File: src/rtl/regfile_pkg.sv
// Shared types for the register-read/issue stage: register codes, operand data,
// the writeback bus and the execute-side holding register.
package regfile_pkg;

  localparam int NUM_REGS = 16;
  localparam int REG_W    = 4;
  localparam int DATA_W   = 64;
  localparam int STALL_W  = 32;

  typedef logic [0:REG_W-1]    reg_code_t;
  typedef logic [0:DATA_W-1]   data_t;
  typedef logic [NUM_REGS-1:0] reg_mask_t;

  typedef struct packed {
    logic      valid;
    reg_code_t dest;
    reg_code_t dest_special;
    logic      special_valid;
    data_t     data;
    data_t     data_special;
  } wb_bus_t;

  typedef struct packed {
    data_t     rip;
    data_t     opnd1;
    data_t     opnd2;
    reg_code_t dest;
    reg_code_t dest_special;
    logic      dest_valid;
    logic      dest_special_valid;
  } ex_entry_t;

  // One-hot mask for a register code, or all-zero when the code is unused.
  function automatic reg_mask_t code_mask(reg_code_t code, logic en);
    reg_mask_t m;
    m = '0;
    if (en) m[code] = 1'b1;
    return m;
  endfunction

endpackage

File: src/rtl/reg_read_scoreboard_if.sv
// Decode, execute and writeback signals of the issue stage. The stage itself
// uses the slave view; the surrounding pipeline (or a bench) uses master.
interface reg_read_scoreboard_if;
  import regfile_pkg::*;

  logic      decValidIn;
  logic      decReadyOut;
  data_t     decRipIn;
  reg_code_t src1In;
  reg_code_t src2In;
  logic      src1ValidIn;
  logic      src2ValidIn;
  reg_code_t destIn;
  reg_code_t destSpecialIn;
  logic      destValidIn;
  logic      destSpecialValidIn;

  logic      exValidOut;
  logic      exReadyIn;
  data_t     exRipOut;
  data_t     opnd1Out;
  data_t     opnd2Out;
  reg_code_t destOut;
  reg_code_t destSpecialOut;
  logic      destValidOut;
  logic      destSpecialValidOut;

  logic      wbValidIn;
  reg_code_t wbDestIn;
  reg_code_t wbDestSpecialIn;
  logic      wbDestSpecialValidIn;
  data_t     wbDataIn;
  data_t     wbDataSpecialIn;

  modport master (
    output decValidIn, decRipIn, src1In, src2In, src1ValidIn, src2ValidIn,
           destIn, destSpecialIn, destValidIn, destSpecialValidIn,
           exReadyIn,
           wbValidIn, wbDestIn, wbDestSpecialIn, wbDestSpecialValidIn,
           wbDataIn, wbDataSpecialIn,
    input  decReadyOut,
           exValidOut, exRipOut, opnd1Out, opnd2Out, destOut, destSpecialOut,
           destValidOut, destSpecialValidOut
  );

  modport slave (
    input  decValidIn, decRipIn, src1In, src2In, src1ValidIn, src2ValidIn,
           destIn, destSpecialIn, destValidIn, destSpecialValidIn,
           exReadyIn,
           wbValidIn, wbDestIn, wbDestSpecialIn, wbDestSpecialValidIn,
           wbDataIn, wbDataSpecialIn,
    output decReadyOut,
           exValidOut, exRipOut, opnd1Out, opnd2Out, destOut, destSpecialOut,
           destValidOut, destSpecialValidOut
  );

endinterface

File: src/rtl/scoreboard_bitmap.sv
// Register in-use bitmap: issue sets bits, writeback clears them, and a set
// on the same register in the same cycle wins because it marks a new producer.
module scoreboard_bitmap
  import regfile_pkg::*;
(
  input  logic      clk,
  input  logic      reset,
  input  logic      set_valid_i,
  input  reg_code_t set_code_i,
  input  logic      set_special_valid_i,
  input  reg_code_t set_special_code_i,
  input  logic      clr_valid_i,
  input  reg_code_t clr_code_i,
  input  logic      clr_special_valid_i,
  input  reg_code_t clr_special_code_i,
  output reg_mask_t busy_o,
  output reg_mask_t eff_busy_o
);

  reg_mask_t busy_q;
  reg_mask_t busy_d;
  reg_mask_t set_mask;
  reg_mask_t clr_mask;
  reg_mask_t eff_busy;

  // NOTE: every always_comb output gets a value on every path, so no latch is inferred.
  always_comb begin
    set_mask = code_mask(set_code_i, set_valid_i)
             | code_mask(set_special_code_i, set_special_valid_i);
    clr_mask = code_mask(clr_code_i, clr_valid_i)
             | code_mask(clr_special_code_i, clr_special_valid_i);
    eff_busy = busy_q & ~clr_mask;
    busy_d   = eff_busy | set_mask;
  end

  // NOTE: state updates use non-blocking assignments so every flop samples pre-edge values.
  always_ff @(posedge clk) begin
    if (reset) busy_q <= '0;
    else       busy_q <= busy_d;
  end

  assign busy_o     = busy_q;
  assign eff_busy_o = eff_busy;

endmodule

File: src/rtl/reg_read_scoreboard.sv
// Register-read/issue stage: owns the architectural register file and the
// in-use scoreboard, stalls on RAW/WAW hazards and reads operands with WB bypass.
module reg_read_scoreboard
  import regfile_pkg::*;
(
  input  logic                 clk,
  input  logic                 reset,
  reg_read_scoreboard_if.slave bus_if,
  output reg_mask_t            regInUseBitMapOut,
  output logic [STALL_W-1:0]   stallCountOut
);

  wb_bus_t            wb;
  data_t              regfile_q [NUM_REGS];
  reg_mask_t          busy;
  reg_mask_t          eff_busy;
  ex_entry_t          ex_q;
  ex_entry_t          ex_d;
  logic               ex_valid_q;
  logic               ex_valid_d;
  logic [STALL_W-1:0] stall_q;
  logic [STALL_W-1:0] stall_d;
  logic               hazard;
  logic               dec_ready;
  logic               issue;
  data_t              opnd1;
  data_t              opnd2;

  assign wb = '{
    valid:         bus_if.wbValidIn,
    dest:          bus_if.wbDestIn,
    dest_special:  bus_if.wbDestSpecialIn,
    special_valid: bus_if.wbValidIn & bus_if.wbDestSpecialValidIn,
    data:          bus_if.wbDataIn,
    data_special:  bus_if.wbDataSpecialIn
  };

  // Writeback data is forwarded so a consumer can issue in its producer's WB cycle.
  function automatic data_t read_opnd(reg_code_t src, logic src_valid,
                                      wb_bus_t wbb, data_t rf_val);
    if (!src_valid)                                     return '0;
    else if (wbb.valid && src == wbb.dest)              return wbb.data;
    else if (wbb.special_valid && src == wbb.dest_special) return wbb.data_special;
    else                                                return rf_val;
  endfunction

  assign opnd1 = read_opnd(bus_if.src1In, bus_if.src1ValidIn, wb, regfile_q[bus_if.src1In]);
  assign opnd2 = read_opnd(bus_if.src2In, bus_if.src2ValidIn, wb, regfile_q[bus_if.src2In]);

  scoreboard_bitmap u_bitmap (
    .clk                 (clk),
    .reset               (reset),
    .set_valid_i         (issue & bus_if.destValidIn),
    .set_code_i          (bus_if.destIn),
    .set_special_valid_i (issue & bus_if.destSpecialValidIn),
    .set_special_code_i  (bus_if.destSpecialIn),
    .clr_valid_i         (wb.valid),
    .clr_code_i          (wb.dest),
    .clr_special_valid_i (wb.special_valid),
    .clr_special_code_i  (wb.dest_special),
    .busy_o              (busy),
    .eff_busy_o          (eff_busy)
  );

  always_comb begin
    hazard = (bus_if.src1ValidIn        & eff_busy[bus_if.src1In])
           | (bus_if.src2ValidIn        & eff_busy[bus_if.src2In])
           | (bus_if.destValidIn        & eff_busy[bus_if.destIn])
           | (bus_if.destSpecialValidIn & eff_busy[bus_if.destSpecialIn]);
    dec_ready = ~hazard & (~ex_valid_q | bus_if.exReadyIn);
    issue     = bus_if.decValidIn & dec_ready;
  end

  always_comb begin
    ex_d       = ex_q;
    ex_valid_d = ex_valid_q;
    if (issue) begin
      ex_valid_d = 1'b1;
      ex_d = '{
        rip:                bus_if.decRipIn,
        opnd1:              opnd1,
        opnd2:              opnd2,
        dest:               bus_if.destIn,
        dest_special:       bus_if.destSpecialIn,
        dest_valid:         bus_if.destValidIn,
        dest_special_valid: bus_if.destSpecialValidIn
      };
    end else if (ex_valid_q && bus_if.exReadyIn) begin
      ex_valid_d = 1'b0;
    end

    stall_d = stall_q;
    if (bus_if.decValidIn && !dec_ready && stall_q != '1) stall_d = stall_q + 1'b1;
  end

  always_ff @(posedge clk) begin
    if (reset) begin
      ex_q       <= '0;
      ex_valid_q <= 1'b0;
      stall_q    <= '0;
    end else begin
      ex_q       <= ex_d;
      ex_valid_q <= ex_valid_d;
      stall_q    <= stall_d;
    end
  end

  // NOTE: the register file is architecturally visible and must read zero after reset,
  // so it is built from resettable flops rather than an inferred RAM.
  always_ff @(posedge clk) begin
    if (reset) begin
      for (int i = 0; i < NUM_REGS; i++) regfile_q[i] <= '0;
    end else if (wb.valid) begin
      if (wb.special_valid) regfile_q[wb.dest_special] <= wb.data_special;
      regfile_q[wb.dest] <= wb.data;  // placed last so the main result wins on equal codes
    end
  end

  assign bus_if.decReadyOut         = dec_ready;
  assign bus_if.exValidOut          = ex_valid_q;
  assign bus_if.exRipOut            = ex_q.rip;
  assign bus_if.opnd1Out            = ex_q.opnd1;
  assign bus_if.opnd2Out            = ex_q.opnd2;
  assign bus_if.destOut             = ex_q.dest;
  assign bus_if.destSpecialOut      = ex_q.dest_special;
  assign bus_if.destValidOut        = ex_q.dest_valid;
  assign bus_if.destSpecialValidOut = ex_q.dest_special_valid;
  assign regInUseBitMapOut          = busy;
  assign stallCountOut              = stall_q;

endmodule

File: src/flat_wrapper.sv
// flat-port wrapper written by rule: the top's interface ports become plain ports
module reg_read_scoreboard_flat import regfile_pkg::*;
  (clk, reset, regInUseBitMapOut, stallCountOut, bus_if_decValidIn, bus_if_decRipIn, bus_if_src1In, bus_if_src2In, bus_if_src1ValidIn, bus_if_src2ValidIn, bus_if_destIn, bus_if_destSpecialIn, bus_if_destValidIn, bus_if_destSpecialValidIn, bus_if_exReadyIn, bus_if_wbValidIn, bus_if_wbDestIn, bus_if_wbDestSpecialIn, bus_if_wbDestSpecialValidIn, bus_if_wbDataIn, bus_if_wbDataSpecialIn, bus_if_decReadyOut, bus_if_exValidOut, bus_if_exRipOut, bus_if_opnd1Out, bus_if_opnd2Out, bus_if_destOut, bus_if_destSpecialOut, bus_if_destValidOut, bus_if_destSpecialValidOut);
  reg_read_scoreboard_if bus_if_i ();
  input  logic clk;
  input  logic reset;
  output reg_mask_t regInUseBitMapOut;
  output logic [STALL_W-1:0] stallCountOut;
  input wire logic [$bits(bus_if_i.decValidIn)-1:0] bus_if_decValidIn;
  input wire logic [$bits(bus_if_i.decRipIn)-1:0] bus_if_decRipIn;
  input wire logic [$bits(bus_if_i.src1In)-1:0] bus_if_src1In;
  input wire logic [$bits(bus_if_i.src2In)-1:0] bus_if_src2In;
  input wire logic [$bits(bus_if_i.src1ValidIn)-1:0] bus_if_src1ValidIn;
  input wire logic [$bits(bus_if_i.src2ValidIn)-1:0] bus_if_src2ValidIn;
  input wire logic [$bits(bus_if_i.destIn)-1:0] bus_if_destIn;
  input wire logic [$bits(bus_if_i.destSpecialIn)-1:0] bus_if_destSpecialIn;
  input wire logic [$bits(bus_if_i.destValidIn)-1:0] bus_if_destValidIn;
  input wire logic [$bits(bus_if_i.destSpecialValidIn)-1:0] bus_if_destSpecialValidIn;
  input wire logic [$bits(bus_if_i.exReadyIn)-1:0] bus_if_exReadyIn;
  input wire logic [$bits(bus_if_i.wbValidIn)-1:0] bus_if_wbValidIn;
  input wire logic [$bits(bus_if_i.wbDestIn)-1:0] bus_if_wbDestIn;
  input wire logic [$bits(bus_if_i.wbDestSpecialIn)-1:0] bus_if_wbDestSpecialIn;
  input wire logic [$bits(bus_if_i.wbDestSpecialValidIn)-1:0] bus_if_wbDestSpecialValidIn;
  input wire logic [$bits(bus_if_i.wbDataIn)-1:0] bus_if_wbDataIn;
  input wire logic [$bits(bus_if_i.wbDataSpecialIn)-1:0] bus_if_wbDataSpecialIn;
  output wire logic [$bits(bus_if_i.decReadyOut)-1:0] bus_if_decReadyOut;
  output wire logic [$bits(bus_if_i.exValidOut)-1:0] bus_if_exValidOut;
  output wire logic [$bits(bus_if_i.exRipOut)-1:0] bus_if_exRipOut;
  output wire logic [$bits(bus_if_i.opnd1Out)-1:0] bus_if_opnd1Out;
  output wire logic [$bits(bus_if_i.opnd2Out)-1:0] bus_if_opnd2Out;
  output wire logic [$bits(bus_if_i.destOut)-1:0] bus_if_destOut;
  output wire logic [$bits(bus_if_i.destSpecialOut)-1:0] bus_if_destSpecialOut;
  output wire logic [$bits(bus_if_i.destValidOut)-1:0] bus_if_destValidOut;
  output wire logic [$bits(bus_if_i.destSpecialValidOut)-1:0] bus_if_destSpecialValidOut;
  assign bus_if_i.decValidIn = bus_if_decValidIn;
  assign bus_if_i.decRipIn = bus_if_decRipIn;
  assign bus_if_i.src1In = bus_if_src1In;
  assign bus_if_i.src2In = bus_if_src2In;
  assign bus_if_i.src1ValidIn = bus_if_src1ValidIn;
  assign bus_if_i.src2ValidIn = bus_if_src2ValidIn;
  assign bus_if_i.destIn = bus_if_destIn;
  assign bus_if_i.destSpecialIn = bus_if_destSpecialIn;
  assign bus_if_i.destValidIn = bus_if_destValidIn;
  assign bus_if_i.destSpecialValidIn = bus_if_destSpecialValidIn;
  assign bus_if_i.exReadyIn = bus_if_exReadyIn;
  assign bus_if_i.wbValidIn = bus_if_wbValidIn;
  assign bus_if_i.wbDestIn = bus_if_wbDestIn;
  assign bus_if_i.wbDestSpecialIn = bus_if_wbDestSpecialIn;
  assign bus_if_i.wbDestSpecialValidIn = bus_if_wbDestSpecialValidIn;
  assign bus_if_i.wbDataIn = bus_if_wbDataIn;
  assign bus_if_i.wbDataSpecialIn = bus_if_wbDataSpecialIn;
  assign bus_if_decReadyOut = bus_if_i.decReadyOut;
  assign bus_if_exValidOut = bus_if_i.exValidOut;
  assign bus_if_exRipOut = bus_if_i.exRipOut;
  assign bus_if_opnd1Out = bus_if_i.opnd1Out;
  assign bus_if_opnd2Out = bus_if_i.opnd2Out;
  assign bus_if_destOut = bus_if_i.destOut;
  assign bus_if_destSpecialOut = bus_if_i.destSpecialOut;
  assign bus_if_destValidOut = bus_if_i.destValidOut;
  assign bus_if_destSpecialValidOut = bus_if_i.destSpecialValidOut;
  reg_read_scoreboard u_core (.clk(clk), .reset(reset), .bus_if(bus_if_i), .regInUseBitMapOut(regInUseBitMapOut), .stallCountOut(stallCountOut));
endmodule
File: config.mk
export PLATFORM = sky130hd
export DESIGN_NAME = reg_read_scoreboard_flat
export DESIGN_NICKNAME = d
export VERILOG_FILES = /design/src/rtl/regfile_pkg.sv /design/src/rtl/reg_read_scoreboard_if.sv /design/src/rtl/scoreboard_bitmap.sv /design/src/rtl/reg_read_scoreboard.sv /design/src/flat_wrapper.sv
export SDC_FILE = /design/constraint.sdc
export NUM_CORES = 2
export LEC_CHECK = 0
export CORE_MARGIN = 2
export CORE_UTILIZATION = 65
export DETAILED_ROUTE_END_ITERATION = 10
export MAX_ROUTING_LAYER = met4
export PLACE_DENSITY = 0.87
export SLEW_MARGIN = 30
export SYNTH_ARGS = -nofsm -noshare
export SYNTH_HDL_FRONTEND = slang
export SYNTH_SLANG_ARGS = --single-unit
File: constraint.sdc
create_clock -name clk -period 11.25 [get_ports clk]
set_input_delay 1.125 -clock clk [delete_from_list [all_inputs] [get_ports clk]]
set_output_delay 1.125 -clock clk [all_outputs]
set_load 0.01 [all_outputs]
; ---- After elaboration in Yosys (flattened, before gate mapping)
; Memory sizes are Yosys's and may differ from the RTL's.
; Cells that the tools add are included.
[classes]
addsub = 1
bitwise_logic = 20
mux = 43
reduce_logical = 15
n_eq_ne = 5
magnitude_cmp = 10
[ops]
columns = operator, n
row1 = two-way mux 64 bit, 8
row2 = OR reduction 64 bit, 2
row3 = two-way mux 16 bit, 4
row4 = OR 16 bit, 3
row5 = "adder 32 x 1 -> 32 bit, second input constant", 1
row6 = "!= test 32 bit, second input constant", 1
row7 = "< comparator 4 x 5 -> 1 bit, second input constant", 6
row8 = two-way mux 1 bit, 21
row9 = AND 16 bit, 1
row10 = binary-select mux 1 bit (select 4 bit), 4
row11 = demux 1 bit (select 4 bit), 4
row12 = equality test 4 bit, 4
row13 = ">= comparator 4 x 1 -> 1 bit, second input constant", 4
row14 = NOT 16 bit, 1
row15 = logical AND 1 bit, 11
row16 = AND 1 bit, 9
row17 = two-way mux 4 bit, 2
row18 = OR 1 bit, 4
row19 = NOT 1 bit, 2
row20 = nonzero test 2 bit, 1
row21 = zero test 1 bit, 1
[totals]
regBits = 251
mem_count = 1
wordCells = 105
inputBits = 226
mem_bits_rw = 1024
[mem_list]
columns = memory, words, width, read_ports, rd_ports_with_merged_regs, wr, line
row1 = u_core.regfile_q, 16, 64, 2, 0, 16, reg_read_scoreboard.sv:14  ; data_t regfile_q [NUM_REGS];

; ---- Longest topological paths before layout
[depth]
word_depth = 21
ltp_mapped = 15
ltp_nobuf = 9

; ---- Cells and area by module
; From an unflattened synthesis, not the netlist that was laid out.
[hier_totals]
hier_cells = 4941
area_unflattened_um2 = 70116.0
[by_module_without_submodules]
columns = mod, area_per_inst_um2, cells_each, instances
row1 = reg_read_scoreboard, 68986.2, 4791, 1
row2 = scoreboard_bitmap, 1129.8, 150, 1

; ---- Worst setup path after synthesis
; No wires, ideal clock.
[synth_timing]
kind = input port to flip-flop
start = input bus_if_wbDestIn[0]
end = memory u_core.regfile_q[10][0] in the netlist's numbering (enable)
n_path_buf = 2
required_ns = 10.736
cell_stages = 4
arrival_ns = 5.093
setup_slack_ns = 5.643
path_cell_list = buf_6 -> nand3b_1 -> clkbuf_1 -> o221ai_1
[synth_lines]
columns = item, line
row1 = start: declaration, flat_wrapper.sv:21  ; input wire logic [$bits(bus_if_i.wbDestIn)-1:0] bus_if_wbDestIn;
row2 = end: declaration, reg_read_scoreboard.sv:14

; ---- Worst setup path in the final report
[layout_timing]
start = input bus_if_wbValidIn
end = output bus_if_decReadyOut
[layout_via]
elab_chain_cells = 13
elab_cells_between_ends = 23
cone_classes = mux (10) / bitwise (13)
[layout_rtl]
columns = item, line
row1 = start: declaration, flat_wrapper.sv:20  ; input wire logic [$bits(bus_if_i.wbValidIn)-1:0] bus_if_wbValidIn;
row2 = AND 1 bit, reg_read_scoreboard.sv:33  ; special_valid: bus_if.wbValidIn & bus_if.wbDestSpecialValidIn,
row3 = two-way mux 16 bit, regfile_pkg.sv:37  ; if (en) m[code] = 1'b1;
row4 = OR 16 bit (*), scoreboard_bitmap.sv:31  ; | code_mask(clr_special_code_i, clr_special_valid_i);
row5 = NOT 16 bit (*), scoreboard_bitmap.sv:32  ; eff_busy = busy_q & ~clr_mask;
row6 = AND 16 bit (*), scoreboard_bitmap.sv:32
row7 = "binary-select mux 1 bit (select 4 bit), on equally long branches", "reg_read_scoreboard.sv:66, reg_read_scoreboard.sv:67"
row8 = "two-way mux 1 bit, on equally long branches", "reg_read_scoreboard.sv:66, reg_read_scoreboard.sv:67"
row9 = "AND 1 bit, on equally long branches", "reg_read_scoreboard.sv:66, reg_read_scoreboard.sv:67"
row10 = OR 1 bit, reg_read_scoreboard.sv:67  ; | (bus_if.src2ValidIn & eff_busy[bus_if.src2In])
row11 = OR 1 bit, reg_read_scoreboard.sv:68  ; | (bus_if.destValidIn & eff_busy[bus_if.destIn])
row12 = OR 1 bit (*), reg_read_scoreboard.sv:69  ; | (bus_if.destSpecialValidIn & eff_busy[bus_if.destSpecialIn]);
row13 = NOT 1 bit (*), reg_read_scoreboard.sv:70  ; dec_ready = ~hazard & (~ex_valid_q | bus_if.exReadyIn);
row14 = AND 1 bit (*), reg_read_scoreboard.sv:70
row15 = end: declaration, flat_wrapper.sv:26  ; output wire logic [$bits(bus_if_i.decReadyOut)-1:0] bus_if_decReadyOut;
; Every way passes the cells marked *; elsewhere a longest branch is shown, timed or not. The select of a mux whose other input is x is not followed.

==> results.md <==
- Vias in the first global route: roughly 57000
- Die ar.: 110000 µm²
- WP data required: about 10000 ps
- Cell family with most CP delay: simple AND/OR/NAND/NOR gates
- # hold bufs at CTS: 0
- Final routed DRC violation total: 0
- Row cnt: between 100 and 150
- Clk_lat worst skew: approximately 800 ps
- Drt initial violations: roughly 13000
- Max-slew violations: 0
- Sequential area share after synthesis: between 50% and 60%
- Clock buffer depth: 3
- First-pass GRT wire length: 388 mm
- Met2 wire len: about 110 mm
- Vias per inst: between 8 and 9
- Crit path max fanout: 16
- Sequential Power Share: a little under half
- Crit-path max cell delay: 810 ps
- Setup Skew: approximately 29 ps
- Core ar.: about 110000 µm²
- Worst setup margin: ~4300 ps
- Fin crit share: between 60 and 70%
- Worst Hold Class: flip-flop to flip-flop
- H-tree lvl count: 4
- Most common cell after layout, fill and taps aside: a22o_1
- Area delta synth->final: 14.0%
- Clock slew at reported path FFs: roughly 60 ps
- TNS Setup: 0 ps
- PD cells: between 100 and 150 nW/µm²
- I/O Buffers: about 480
- Slew HR: between 20% and 30%
- Clock sink count: approximately 1300
- Kind of critical path: primary input to output port
- Metal-1 WL: about 78 mm
- CTS buffer count: approximately 140
- Wire per inst: between 40 and 50 µm
- Post-CTS Setup Bufs: 0
- Internal power: ~8.6 mW
- Outcome: completed
- Number of synthesized flops with an enable pin: between 1000 and 1500
- Worst slew pin tran: 1150 ps
- Sw frac: 26.8%
- Tmin final: just under 7000 ps
- Worst slack, placed: 4450 ps
- Avg Cell Area, Syn: 13.9 µm²
- Pre-antenna DRT Iters: 9
- Ys async rst share: 0%
- Buf+Inv Stages, Crit Path: 2
- Num ports: 478
- CTS tree: done
- VDD IR max: 0.000133 V
- Max_cap viols: 0
- Die H: 332 µm
- Initial antenna violation count: 36
- Met3 wire len: 55.1 mm
- Leakage power: between 20 and 30 nW
- Nets: 5271
- CP Capture Type: output port
- CTS resizes: 0
- Largest net degree at the start of global routing: roughly 110
- CP Data Arrival Time: slightly below 6000 ps
- DRT antenna net count: 0
- Initial Util: 65.5%
- Share of layout cells above drive strength 1: roughly 20%
- Peak Freq: approximately 0.14 GHz
- Most frequent cells in the layout: a22o_1, edfxtp_1, mux4_2, clkdlybuf4s50_1, nand2_1
- Synth warn: 0
- Routability cong.: about 0.90
- Clock power frac: a little under two fifths
- Switching component of the power: roughly 3.2 mW
- Cells along the critical path: clkdlybuf4s50_1 > nand3b_1 > o22ai_1 > nor2_1 > a2111oi_0 > a2111oi_0 > or4_4 > nor2_1 > clkdlybuf4s50_1
- Netlist Area Pre-Place: between 70000 and 80000 µm²
- Ys flop type: edfxtp_1
- DRT Wirelength: about 270 mm
- Mapped Nets: 5286
- Slowest CP cell: clkdlybuf4s50_1
- Design Power: roughly 12 mW
- Vias: around 58000
- Unrepaired setup endpoints after global routing: false
- Total global routing overflow: 0
- Comb pwr share: around 15%
- Max layer used: met4
- Yosys reg bits: around 1300
- Synth unique cells: 66
- Gr usage total: approximately half
- Root buf cell: clkbuf_16
- Hpwl dp: ~140 mm
- Hold Vio Cnt, Final: 0
- Synthesized instance count: 5059
- Crit path launch type: primary input
- Die width: about 330 µm
- Final setup viols: 0
-- per-layer routing --
metal	GRT usage [%]	up-vias
met3	22.8	2215
met5	-	-
li1	-	20900
met2	69.1	7576
met4	36.3	0
met1	58.5	27200
-- power groups by stage --
stage / clock network, mW / registers [mW] / logic, mW
4_1_cts: 4.37 / 5.57 / 1.70
5_1_grt: 4.54 / 5.60 / 1.82
3_5_place_dp: 0 / 5.66 / 1.69
2_1_floorplan: 0 / 5.63 / 1.07
6_report: 4.42 / 5.59 / 1.80
3_3_place_gp: 0 / 5.62 / 1.65
-- final timing paths --
| check | start | to | slack (ps) | cells after the start |
|---|---|---|---|---|
| worst min-delay path | u_core.bus_if.exRipOut[18] | u_core.bus_if.exRipOut[18] | 450 | 2 |
| worst min register to register | u_core.bus_if.exRipOut[18] | u_core.bus_if.exRipOut[18] | 450 | 2 |
| worst max register to register | u_core.u_bitmap.busy_o[8] | u_core.bus_if.opnd2Out[50] | 7140 | 10 |
| worst max-delay path | bus_if_wbValidIn | bus_if_decReadyOut | 4340 | 9 |
-- registers in the layout, summed over array words and instances (netlist names) --
| signal | flops |
|---|---|
| u_core.bus_if.destValidOut | 1 |
| u_core.bus_if.exRipOut | 64 |
| u_core.bus_if.opnd2Out | 64 |
| u_core.regfile_q | 1024 |
| u_core.stallCountOut | 32 |
| u_core.bus_if.destSpecialOut | 4 |
| u_core.u_bitmap.busy_o | 16 |
| u_core.bus_if.destSpecialValidOut | 1 |
| u_core.bus_if.destOut | 4 |
| u_core.bus_if.exValidOut | 1 |
| u_core.bus_if.opnd1Out | 64 |
-- cells by family (layout without fill, tap and decap cells) --
family / after synthesis / after routing / share of synthesized area (%)
XOR/XNOR: 17 / 17 / 0.212
multiplexers: 782 / 782 / 22.6
flip-flops: 1275 / 1275 / 51.0
adder cells (fa/ha/maj): 1 / 1 / 0.0178
AO/OA/AOI/OAI: 1499 / 1499 / 17.4
AND/OR/NAND/NOR: 691 / 691 / 4.33
other: 0 / 44 / 0
buffers and inverters: 794 / 887 / 4.39
-- synthesized netlist by cell type (all sizes together), types with 17 or more instances --
cell | instances | area, µm²
nor2b | 17 | 106
o2111ai | 130 | 1140
clkbuf | 618 | 2320
nand2 | 435 | 1630
nor4 | 19 | 119
nor2 | 68 | 255
a22o | 1026 | 8990
buf | 156 | 684
inv | 19 | 71.3
nor3 | 33 | 165
dfxtp | 251 | 5020
o21ai | 21 | 105
mux4 | 640 | 14400
a21oi | 222 | 1110
nand2b | 18 | 113
nand3 | 25 | 125
mux2i | 131 | 1310
edfxtp | 1024 | 30700
or3 | 17 | 106
o221ai | 35 | 307
-- cell type report --
class,instances,area [µm²]
tap,1403,1760
clock inverter,45,299
sequential,1275,35800
timing repair buffer,621,6210
clock buffer,201,3960
antenna,44,110
inverter,20,80.1
multi-input combinational,2990,31700
fill,6068,27100
-- worst min-delay path, cell delays in order (launching register included) --
cell,delay (ps)
dfxtp_1,310
nand2_1,50
a21oi_1,50
-- per-stage QoR --
| step | util, % | hold slack [ps] | instance area (µm²) | instances |
|---|---|---|---|---|
| 6_report | 74.7 | 452 | 79900 | 6599 |
| 5_1_grt | 74.6 | 472 | 79900 | 6591 |
| 4_1_cts | 74.3 | 455 | 79500 | 6544 |
| 3_5_place_dp | 70.3 | 448 | 75200 | 6298 |
| 3_3_place_gp | 70.1 | 441 | 75100 | 6291 |
| 2_1_floorplan | - | 481 | 70100 | 5059 |
(Power assumes the default switching activity.)
